`config.mk`:
```
export PLATFORM = sky130hd
export DESIGN_NAME = pipe_stage_reg
export DESIGN_NICKNAME = d
export VERILOG_FILES = /design/src/rtl/pipe_stage_reg.sv
export SDC_FILE = /design/constraint.sdc
export NUM_CORES = 1
export LEC_CHECK = 0
export BUFFER_PORTS_ARGS = -buffer_cell sky130_fd_sc_hd__clkbuf_2
export CAP_MARGIN = 5
export CORE_AREA = 5 5 158 160
export CTS_CLUSTER_SIZE = 30
export DETAILED_ROUTE_END_ITERATION = 16
export DIE_AREA = 0 0 163 165
export GPL_ROUTABILITY_DRIVEN = 1
export SETUP_SLACK_MARGIN = 0.2
export SYNTH_ARGS = -nofsm -noshare
export SYNTH_HDL_FRONTEND = slang
export SYNTH_SLANG_ARGS = --single-unit
```
`constraint.sdc`:
```
create_clock -name clk -period 2.1 [get_ports clk]
set_input_delay 0.315 -clock clk [delete_from_list [all_inputs] [get_ports clk]]
set_output_delay 0.315 -clock clk [all_outputs]
set_load 0.005 [all_outputs]
```
`src/rtl/pipe_stage_reg.sv`:
```
// Inter-stage pipeline register for the 5-stage MIPS core: carries IR/PC/BD, merged
// exception code, pass-through channels and a selected result, with stall/flush control.
module pipe_stage_reg #(
  parameter int DW       = 32,
  parameter int NCH      = 2,
  parameter int EXC_W    = 5,
  parameter int HILO_SEL = 1,
  parameter int SCNT_W   = 8
) (
  input  logic                clk,
  input  logic                reset,
  input  logic                stall,
  input  logic                flush,
  input  logic                int_flush,
  input  logic                valid_in,
  input  logic [DW-1:0]       ir_in,
  input  logic [DW-1:0]       pc_in,
  input  logic                bd_in,
  input  logic [EXC_W-1:0]    exc_in,
  input  logic [EXC_W-1:0]    exc_local,
  input  logic [NCH*DW-1:0]   ch_in,
  input  logic [DW-1:0]       ao_in,
  input  logic [DW-1:0]       hi_in,
  input  logic [DW-1:0]       lo_in,
  input  logic [1:0]          hilo_sel,
  output logic                valid_out,
  output logic [DW-1:0]       ir_out,
  output logic [DW-1:0]       pc_out,
  output logic                bd_out,
  output logic [EXC_W-1:0]    exc_out,
  output logic [NCH*DW-1:0]   ch_out,
  output logic [DW-1:0]       ao_out,
  output logic [SCNT_W-1:0]   stall_cnt
);

  localparam logic [SCNT_W-1:0] SCNT_MAX = '1;

  logic                valid_q, valid_d;
  logic [DW-1:0]       ir_q, ir_d;
  logic [DW-1:0]       pc_q, pc_d;
  logic                bd_q, bd_d;
  logic [EXC_W-1:0]    exc_q, exc_d;
  logic [NCH*DW-1:0]   ch_q, ch_d;
  logic [DW-1:0]       ao_q, ao_d;
  logic [SCNT_W-1:0]   scnt_q, scnt_d;

  logic [EXC_W-1:0]    exc_merged;
  logic [DW-1:0]       res_sel;

  // The earliest stage's exception wins; a bubble never carries one.
  always_comb begin
    exc_merged = '0;
    if (valid_in) exc_merged = (exc_in != '0) ? exc_in : exc_local;
  end

  if (HILO_SEL != 0) begin : g_hilo
    always_comb begin
      unique case (hilo_sel)
        2'b01:   res_sel = hi_in;
        2'b10:   res_sel = lo_in;
        default: res_sel = ao_in;
      endcase
    end
  end else begin : g_ao
    assign res_sel = ao_in;
  end

  always_comb begin
    // NOTE: every _d gets its hold value first so no path through this block infers a latch.
    valid_d = valid_q;
    ir_d    = ir_q;
    pc_d    = pc_q;
    bd_d    = bd_q;
    exc_d   = exc_q;
    ch_d    = ch_q;
    ao_d    = ao_q;
    scnt_d  = scnt_q;
    if (int_flush) begin
      // Interrupt bubble keeps PC and BD so the EPC can be formed downstream.
      valid_d = 1'b0;
      ir_d    = '0;
      pc_d    = pc_in;
      bd_d    = bd_in;
      exc_d   = '0;
      ch_d    = '0;
      ao_d    = '0;
      scnt_d  = '0;
    end else if (flush) begin
      valid_d = 1'b0;
      ir_d    = '0;
      pc_d    = '0;
      bd_d    = 1'b0;
      exc_d   = '0;
      ch_d    = '0;
      ao_d    = '0;
      scnt_d  = '0;
    end else if (stall) begin
      if (scnt_q != SCNT_MAX) scnt_d = scnt_q + 1'b1;
    end else begin
      valid_d = valid_in;
      ir_d    = ir_in;
      pc_d    = pc_in;
      bd_d    = bd_in;
      exc_d   = exc_merged;
      ch_d    = ch_in;
      ao_d    = res_sel;
      scnt_d  = '0;
    end
  end

  // NOTE: state registers use non-blocking assignments so all flops update together at the edge.
  always_ff @(posedge clk) begin
    if (reset) begin
      valid_q <= 1'b0;
      ir_q    <= '0;
      pc_q    <= '0;
      bd_q    <= 1'b0;
      exc_q   <= '0;
      ch_q    <= '0;
      ao_q    <= '0;
      scnt_q  <= '0;
    end else begin
      valid_q <= valid_d;
      ir_q    <= ir_d;
      pc_q    <= pc_d;
      bd_q    <= bd_d;
      exc_q   <= exc_d;
      ch_q    <= ch_d;
      ao_q    <= ao_d;
      scnt_q  <= scnt_d;
    end
  end

  assign valid_out = valid_q;
  assign ir_out    = ir_q;
  assign pc_out    = pc_q;
  assign bd_out    = bd_q;
  assign exc_out   = exc_q;
  assign ch_out    = ch_q;
  assign ao_out    = ao_q;
  assign stall_cnt = scnt_q;

endmodule

```
# After elaboration in Yosys (flattened, before gate mapping)
# Index checks and enable logic that the tools add are counted.
dict set report classes {
  n_lt_le_gt_ge 0
  bitwise 1
  eq_ne 4
  mux 9
  div_mod_pow 0
  n_shift 0
  n_reduce_logical 3
  n_mul 0
  n_addsub 1
}
# cell count
set op_table {}
lappend op_table {{32-bit two-way mux} 3}
lappend op_table {{32-bit one-hot mux with 2 select lines} 1}
lappend op_table {{5-bit two-way mux} 2}
lappend op_table {{8-bit by 1-bit adder with 8-bit output (second input constant)} 1}
lappend op_table {{8-bit != test (second input constant)} 1}
lappend op_table {{5-bit nonzero test} 1}
lappend op_table {{4-bit OR reduction} 1}
lappend op_table {{1-bit two-way mux} 3}
lappend op_table {{3-bit by 1-bit != test with 1-bit output (second input constant)} 1}
lappend op_table {{3-bit OR reduction} 1}
lappend op_table {{2-bit by 1-bit equality test with 1-bit output (second input constant)} 1}
lappend op_table {{2-bit equality test (second input constant)} 1}
lappend op_table {{1-bit inverter} 1}
dict set report word_totals {
  romBits 0
  out_inout_bits 175
  ramBits 0
  memories 0
  regBits 175
  latch_bits 0
  inputBits 243
}

# Longest topological paths before layout
# Gate-level depths: netlist of the first run.
dict set report logic_depth {
  ltp_word 3
  ltp_mapped 7
  ltp_nobuf 5
}

# Worst setup path after synthesis of the first run
# No wires, ideal clock.
dict set report synth_path {
  kind {input-to-reg}
  from {in hilo_sel[0]}
  to {reg ao_q[27], in the netlist ao_out[27]}
  path_stages 7
  setup_slack_ns 0.558
  arrival_ns 1.473
  path_cell_list {inv_1 -> ha_1 -> buf_2 -> clkbuf_1 -> a221oi_1 -> a211o_1 -> a21oi_1}
}
dict set report synth_via {
  elab_chain_len 2
}
# element line
set synth_rtl {}
lappend synth_rtl {{from (decl)} 25} ;# input logic [1:0] hilo_sel,
lappend synth_rtl {{2-bit equality test / 2-bit by 1-bit equality test with 1-bit output (equally long branches)} 58} ;# unique case (hilo_sel)
lappend synth_rtl {{32-bit one-hot mux with 2 select lines *} 58}
lappend synth_rtl {{to (signal assigned)} 129} ;# ao_q <= ao_d;
lappend synth_rtl {{to (decl)} 44} ;# logic [DW-1:0] ao_q, ao_d;
# Every way passes the cells marked *; elsewhere a longest branch is shown, timed or not.
# A chain may end at the register's enable or synchronous reset.

# Worst setup path in the final report of the first run
dict set report layout_path {
  from {reg scnt_q[0], in the netlist stall_cnt[0]}
  to {reg scnt_q[5], in the netlist stall_cnt[5]}
}
dict set report layout_via {
  elab_chain_len 1
}
# element line
set layout_rtl {}
lappend layout_rtl {{from (decl)} 45} ;# logic [SCNT_W-1:0] scnt_q, scnt_d;
lappend layout_rtl {{from (signal assigned)} 130} ;# scnt_q <= scnt_d;
lappend layout_rtl {{8-bit by 1-bit adder with 8-bit output / 8-bit != test (equally long branches)} 98} ;# if (scnt_q != SCNT_MAX) scnt_d = scnt_q + 1'b1;
# Several ways; a longest one is shown, not always the timed one.

==> key figures, run 1 <==
Critical path
  • Number of cells on the critical path: 4
  • Critical path endpoint category: flop
  • CP bufs+invs: 0
  • R2r endpoint: stall_cnt[5]
  • Crit-path max FO: 7
  • Slowest stage delay, CP: 350 ps
  • WS Path Type: flop to flop
  • R2r worst-path depth: 4
  • Critical path arrival: 1840 ps
  • Slowest-stage cell, CP: dfxtp_1
  • Worst reg-to-reg setup slack: 600 ps
  • Crit-path cells: ha_1, and3_1, a211oi_1, mux2i_1
  • Top delay family on crit path: flip-flops
  • Crit Reg-Reg Startpoint: stall_cnt[0]
  • Startpoint types: flop
  • Worst path required time: 2440 ps

Layout
  • Area Growth Syn to Fin: 42.3%
  • Antenna diodes: 0
  • Register area: 3500 µm²
  • Final core occ: 42.6%
  • Layout net count: 1383
  • Footprint of the multi-input gates: 3050 µm²
  • Filler instances: 2387
  • Share of post-route cells with drive strength above 1: 40.8%
  • Commonest non-fill, non-tap cell in the layout: clkbuf_2
  • Most frequent cells in the layout: clkbuf_2 (416), dfxtp_1 (175), nor2_1 (98)

STA
  • Measured slew at the worst slew-check pin: 701 ps
  • Fin crit period: 1500 ps
  • Max Clock Freq: 667 MHz
  • Worst Skew: 9.79 ps
  • RSZ-0062 raised after global routing: false
  • Crit share post-route: 71.4%
  • Total negative slack: 0 ps
  • Final Max Tran Viols: 0
  • Fin Hold WS: 112 ps
  • Worst setup margin: 601 ps
  • Final setup fails: 0
  • Hold Vio Cnt, Final: 0
  • Slew HR: 53.2%

Global routing
  • Pin count of the biggest net entering global routing: 70
  • Tot GR Track Use: 16.6%
  • Vias in the first global route: 6557
  • Initial antenna violation count: 0
  • First-pass GRT wire length: 35.3 mm
  • Overflow after GRT: 0

Floorplanning
  • Die H: 165 µm
  • Core Region: 23300 µm²
  • Rows: 56
  • Ports: 418
  • Initial Util: 29.9%
  • Die width: 163 µm
  • Die ar.: 26900 µm²

Synthesis
  • Post-synthesis register bit count: 175
  • Synth unique cells: 35
  • Post-synth top area cell: dfxtp_1
  • Post-Syn Nets: 998
  • Mapped Area: 6960 µm²
  • Synth warnings: 0
  • EDFF count, synth: 0
  • Async SR Flop Fraction: 0%
  • Post-Syn Area per Cell: 9.25 µm²
  • Post-Synthesis Cells: 752
  • Yosys top cell area share: 50.4%
  • Dominant synthesized flop cell: dfxtp_1
  • Sequential share of the synthesized area: 50.4%
  • Top cells by area, synth: dfxtp_1 (50%), mux2i_1 (14%), nor2_1 (5.3%), a21oi_1 (4.9%), a211o_1 (4.0%)

Power and ir drop
  • Max VDD drop: 0.444 mV
  • Pleak: 4.96 nW
  • Power Total: 7.46 mW
  • Power Dens Cells: 754 nW/µm²

Drt
  • Antenna-violating nets left: 0
  • DRT Wirelength: 23.7 mm
  • Drt first pass iters: 4
  • DR vias/cell: 4.64
  • Starting DRT DRC Count: 383
  • Avg WL per Cell: 16.2 µm
  • Vias: 6807
  • DRC: 0

Min path
  • Hold Path Stages: 3
  • Type of the worst min-delay path: input port to flop
  • Worst Hold Launch: ir_in[25]
  • Hold Path Sink: ir_out[25]

Placed design
  • Worst slack at placement: 387 ps
  • HPWL after detailed placement: 17.9 mm
  • Routability congestion estimate: 0.837
  • Port bufs: 417

Outcome
  • Status: completed

Clocking
  • CTS sink cnt: 175
  • Post-CTS Resized: 0
  • Worst-case clock buffer depth: 2
  • Clock Latency Late Sink: 410 ps
  • Post-CTS setup buffer count: 0
  • CTS tree: yes
  • Hold buffers post-CTS: 0
  • TritonCTS Buffers: 17
  • Reg clk slew, reported paths: 80 ps
  • CTS H-tree depth: 4
  • Root buf cell: clkbuf_16

Flow run
  • Max-cap violations: 0
[report_power, final]
part	internal (mW)	switching, mW	total [mW]	leakage [nW]
clock network	1.62	1.51	3.13	0.286
logic	0.443	0.437	0.880	3.25
registers	3.40	0.0447	3.45	1.42
total	5.47	1.99	7.46	4.96
[worst max-delay path by stage]
stage | from | end | slack (ps)
floorplan | hilo_sel[0] | ao_out[27] | 560
global placement | hilo_sel[0] | ao_out[0] | 400
detailed placement | flush | exc_out[2] | 390
CTS | stall_cnt[0] | stall_cnt[5] | 610
global route | stall_cnt[0] | stall_cnt[5] | 520
finish | stall_cnt[0] | stall_cnt[5] | 600
[per-layer routing]
metal  vias to the layer above  wire length [µm]  track usage [%]
li1                       3384                 -                -
met1                      3134              9540             20.0
met2                       267             11700             27.8
met3                        22              2070             5.64
met4                         0               416             5.49
met5                         -                 0                0
[cells in the mapped netlist (7+ instances only)]
cell,number
a211o_1,32
a21oi_1,68
a221oi_1,32
and3_1,7
buf_2,28
clkbuf_1,34
dfxtp_1,175
inv_1,34
mux2i_1,97
nand2_1,68
nand3_1,37
nor2_1,98
[per-stage QoR]
step	cells	area [µm²]
after floorplan	752	6960
after global placement	1437	9320
after detailed placement	1437	9320
after CTS	1468	9900
after global routing	1468	9900
final	1468	9900
[kinds of logic after synthesis]
family                   synth area share (%)
AO/OA/AOI/OAI                            14.7
AND/OR/NAND/NOR                          14.4
multiplexers                             14.0
flip-flops                               50.4
buffers and inverters                    6.03
adder cells (fa/ha/maj)                 0.540
[final cells by class]
type | instances | area share, %
Clock buffer | 18 | 4.44
Clock inverter | 13 | 1.40
Inverter | 34 | 1.29
Multi-Input combinational cell | 477 | 30.8
Sequential cell | 175 | 35.4
Tap cell | 319 | 4.03
Timing Repair Buffer | 432 | 22.7
[sequential cells by signal, indices dropped and copies added (netlist names)]
| name | cells |
|---|---|
| ch_out | 64 |
| ao_out | 32 |
| exc_out | 5 |
| stall_cnt | 8 |
| ir_out | 32 |
| pc_out | 32 |
| valid_out | 1 |
| bd_out | 1 |
[worst register-to-register path, cell delays in order (launching register included)]
cell and delay (ps):
dfxtp_1 350, ha_1 270, and3_1 280, a211oi_1 310
mux2i_1 210
(Power assumes the default switching activity.)
==> run 2: changes to the inputs <==
- clock period: 2.1 -> 1.2 ns (I/O delays scaled with it)
==> key figures, run 2 (synthesized netlist as in run 1, its figures left out) <==
Critical path
  • Setup crit end: stall_cnt[5]
  • Startpoint types: flop
  • Number of cells on the critical path: 4
  • CP startpoint: stall_cnt[0]
  • Worst path required time: 1530 ps
  • WS Path Type: flop to flop
  • R2r worst-path depth: 4
  • Crit Reg-Reg Startpoint: stall_cnt[0]
  • Crit-path cells: ha_4, and3_4, a211oi_4, mux2i_1
  • Worst reg-to-reg setup slack: -30 ps
  • Top delay family on crit path: flip-flops
  • CP bufs+invs: 0
  • R2r endpoint: stall_cnt[5]
  • Slowest stage delay, CP: 360 ps
  • Slowest-stage cell, CP: dfxtp_4
  • Critical path arrival: 1570 ps
  • Critical path endpoint category: flop
  • Crit-path max FO: 3

Layout
  • Area Growth Syn to Fin: 93.2%
  • Antenna diodes: 0
  • Share of post-route cells with drive strength above 1: 58.8%
  • Layout net count: 1585
  • Max FFs per register: 64
  • Final core occ: 57.8%
  • Most frequent cells in the layout: clkbuf_2 (296), dfxtp_2 (170), dlygate4sd3_1 (127)
  • Cell Count, Final, Fillers Out: 1670
  • Commonest non-fill, non-tap cell in the layout: clkbuf_2

Floorplanning
  • Core Region: 23300 µm²
  • Rows: 56
  • Die width: 163 µm
  • Initial Util: 29.9%
  • Die H: 165 µm
  • Die ar.: 26900 µm²
  • Ports: 418

Clocking
  • CTS H-tree depth: 4
  • Root buf cell: clkbuf_16
  • TritonCTS Buffers: 17
  • Clock Latency Late Sink: 420 ps
  • CTS sink cnt: 175
  • CTS tree: yes
  • Reg clk slew, reported paths: 70 ps
  • Worst-case clock buffer depth: 2

Power and ir drop
  • Power Total: 14.2 mW
  • Pleak: 6.38 nW
  • Max VDD drop: 0.965 mV
  • Power Dens Cells: 1060 nW/µm²

Outcome
  • Status: complete, but fails checks
  • Violated checks: setup timing

Global routing
  • Pin count of the biggest net entering global routing: 82
  • First-pass GRT wire length: 42.4 mm
  • Initial antenna violation count: 2
  • Vias in the first global route: 8010
  • Overflow after GRT: 0
  • Tot GR Track Use: 19.8%

STA
  • Final Max Tran Viols: 0
  • Max Clock Freq: 810 MHz
  • Worst Skew: 9.58 ps
  • Worst setup margin: -34.0 ps
  • Final setup fails: 4
  • Slew HR: 62.9%
  • RSZ-0062 raised after global routing: true
  • Crit share post-route: 103%
  • Measured slew at the worst slew-check pin: 556 ps
  • Hold Vio Cnt, Final: 0
  • Fin crit period: 1230 ps
  • Fin Hold WS: 18.5 ps

Placed design
  • Routability congestion estimate: 0.875
  • Placed Cells: 1462
  • Worst slack at placement: -276 ps
  • HPWL after detailed placement: 19.3 mm
  • Port bufs: 417

Drt
  • DRT Wirelength: 29.4 mm
  • Starting DRT DRC Count: 435
  • DRC: 0
  • Antenna-violating nets left: 0
  • DR vias/cell: 4.67
  • Vias: 7799
  • Drt first pass iters: 4
  • Avg WL per Cell: 17.6 µm

Flow run
  • Max-cap violations: 0

Min path
  • Type of the worst min-delay path: input port to flop
run 2: cell types whose count changed in the layout (fill, tap and decap cells not counted), moves of 35 or more:
| cell | before | now |
|---|---|---|
| buf_4 | 12 | 60 |
| dfxtp_1 | 175 | 0 |
| dlygate4sd3_1 | 0 | 127 |
| clkbuf_2 | 416 | 296 |
| dfxtp_2 | 0 | 170 |
| buf_6 | 1 | 123 |
| nand3_1 | 37 | 2 |
run 2: worst min path at each step:
| stage | start | end | slack, ps | cells after the start |
|---|---|---|---|---|
| finish | ch_in[36] | ch_out[36] | 20 | 3 |
| global route | ch_in[49] | ch_out[49] | 6 | 3 |
| CTS | exc_in[1] | exc_out[1] | 4 | 2 |
| detailed placement | exc_local[4] | exc_out[4] | 410 | 2 |
| global placement | exc_local[1] | exc_out[1] | 410 | 2 |
| floorplan | exc_local[0] | exc_out[0] | 320 | 1 |
run 2: metal layers:
layer  vias to the layer above  global-route usage [%]  wire (µm)
li1                       3797                       -          -
met1                      3627                    21.9      11100
met2                       317                    34.8      14900
met3                        54                    7.36       2540
met4                         4                    7.01        767
met5                         -                       0         21
run 2: stage by stage:
stage / area (µm²) / TNS [ps]
global placement: 9900 / -20370
CTS: 12300 / -240
global route: 13400 / -426
floorplan: 7460 / -805
detailed placement: 9900 / -22250
finish: 13400 / -47.6
run 2: tightest hold or removal path, stage by stage:
cell and delay [ps]:
clkbuf_2 90, mux2i_1 60, nor2_1 70
run 2: layout make-up:
| cell class | count | area [µm²] |
|---|---|---|
| clock buffers | 19 | 443 |
| fillers | 1949 | 9830 |
| clock inverters | 12 | 149 |
| inverters | 34 | 140 |
| multi-input cells | 477 | 3460 |
| well taps | 319 | 399 |
| repair buffers | 634 | 5110 |
| flip-flops and latches | 175 | 3730 |
run 2: where the power goes:
part | switching [mW] | internal (mW)
sequential | 0.104 | 5.97
combinational | 1.02 | 1.42
clock | 2.55 | 3.18
run 2: what timing repair did:
item,CTS,global route
cloned,0,4
hold buffers,126,1
resized for setup,201,235
pin swaps,7,14
endpoints found under the hold margin,125,1
buffers inserted,25,21
setup endpoints to repair,201,211
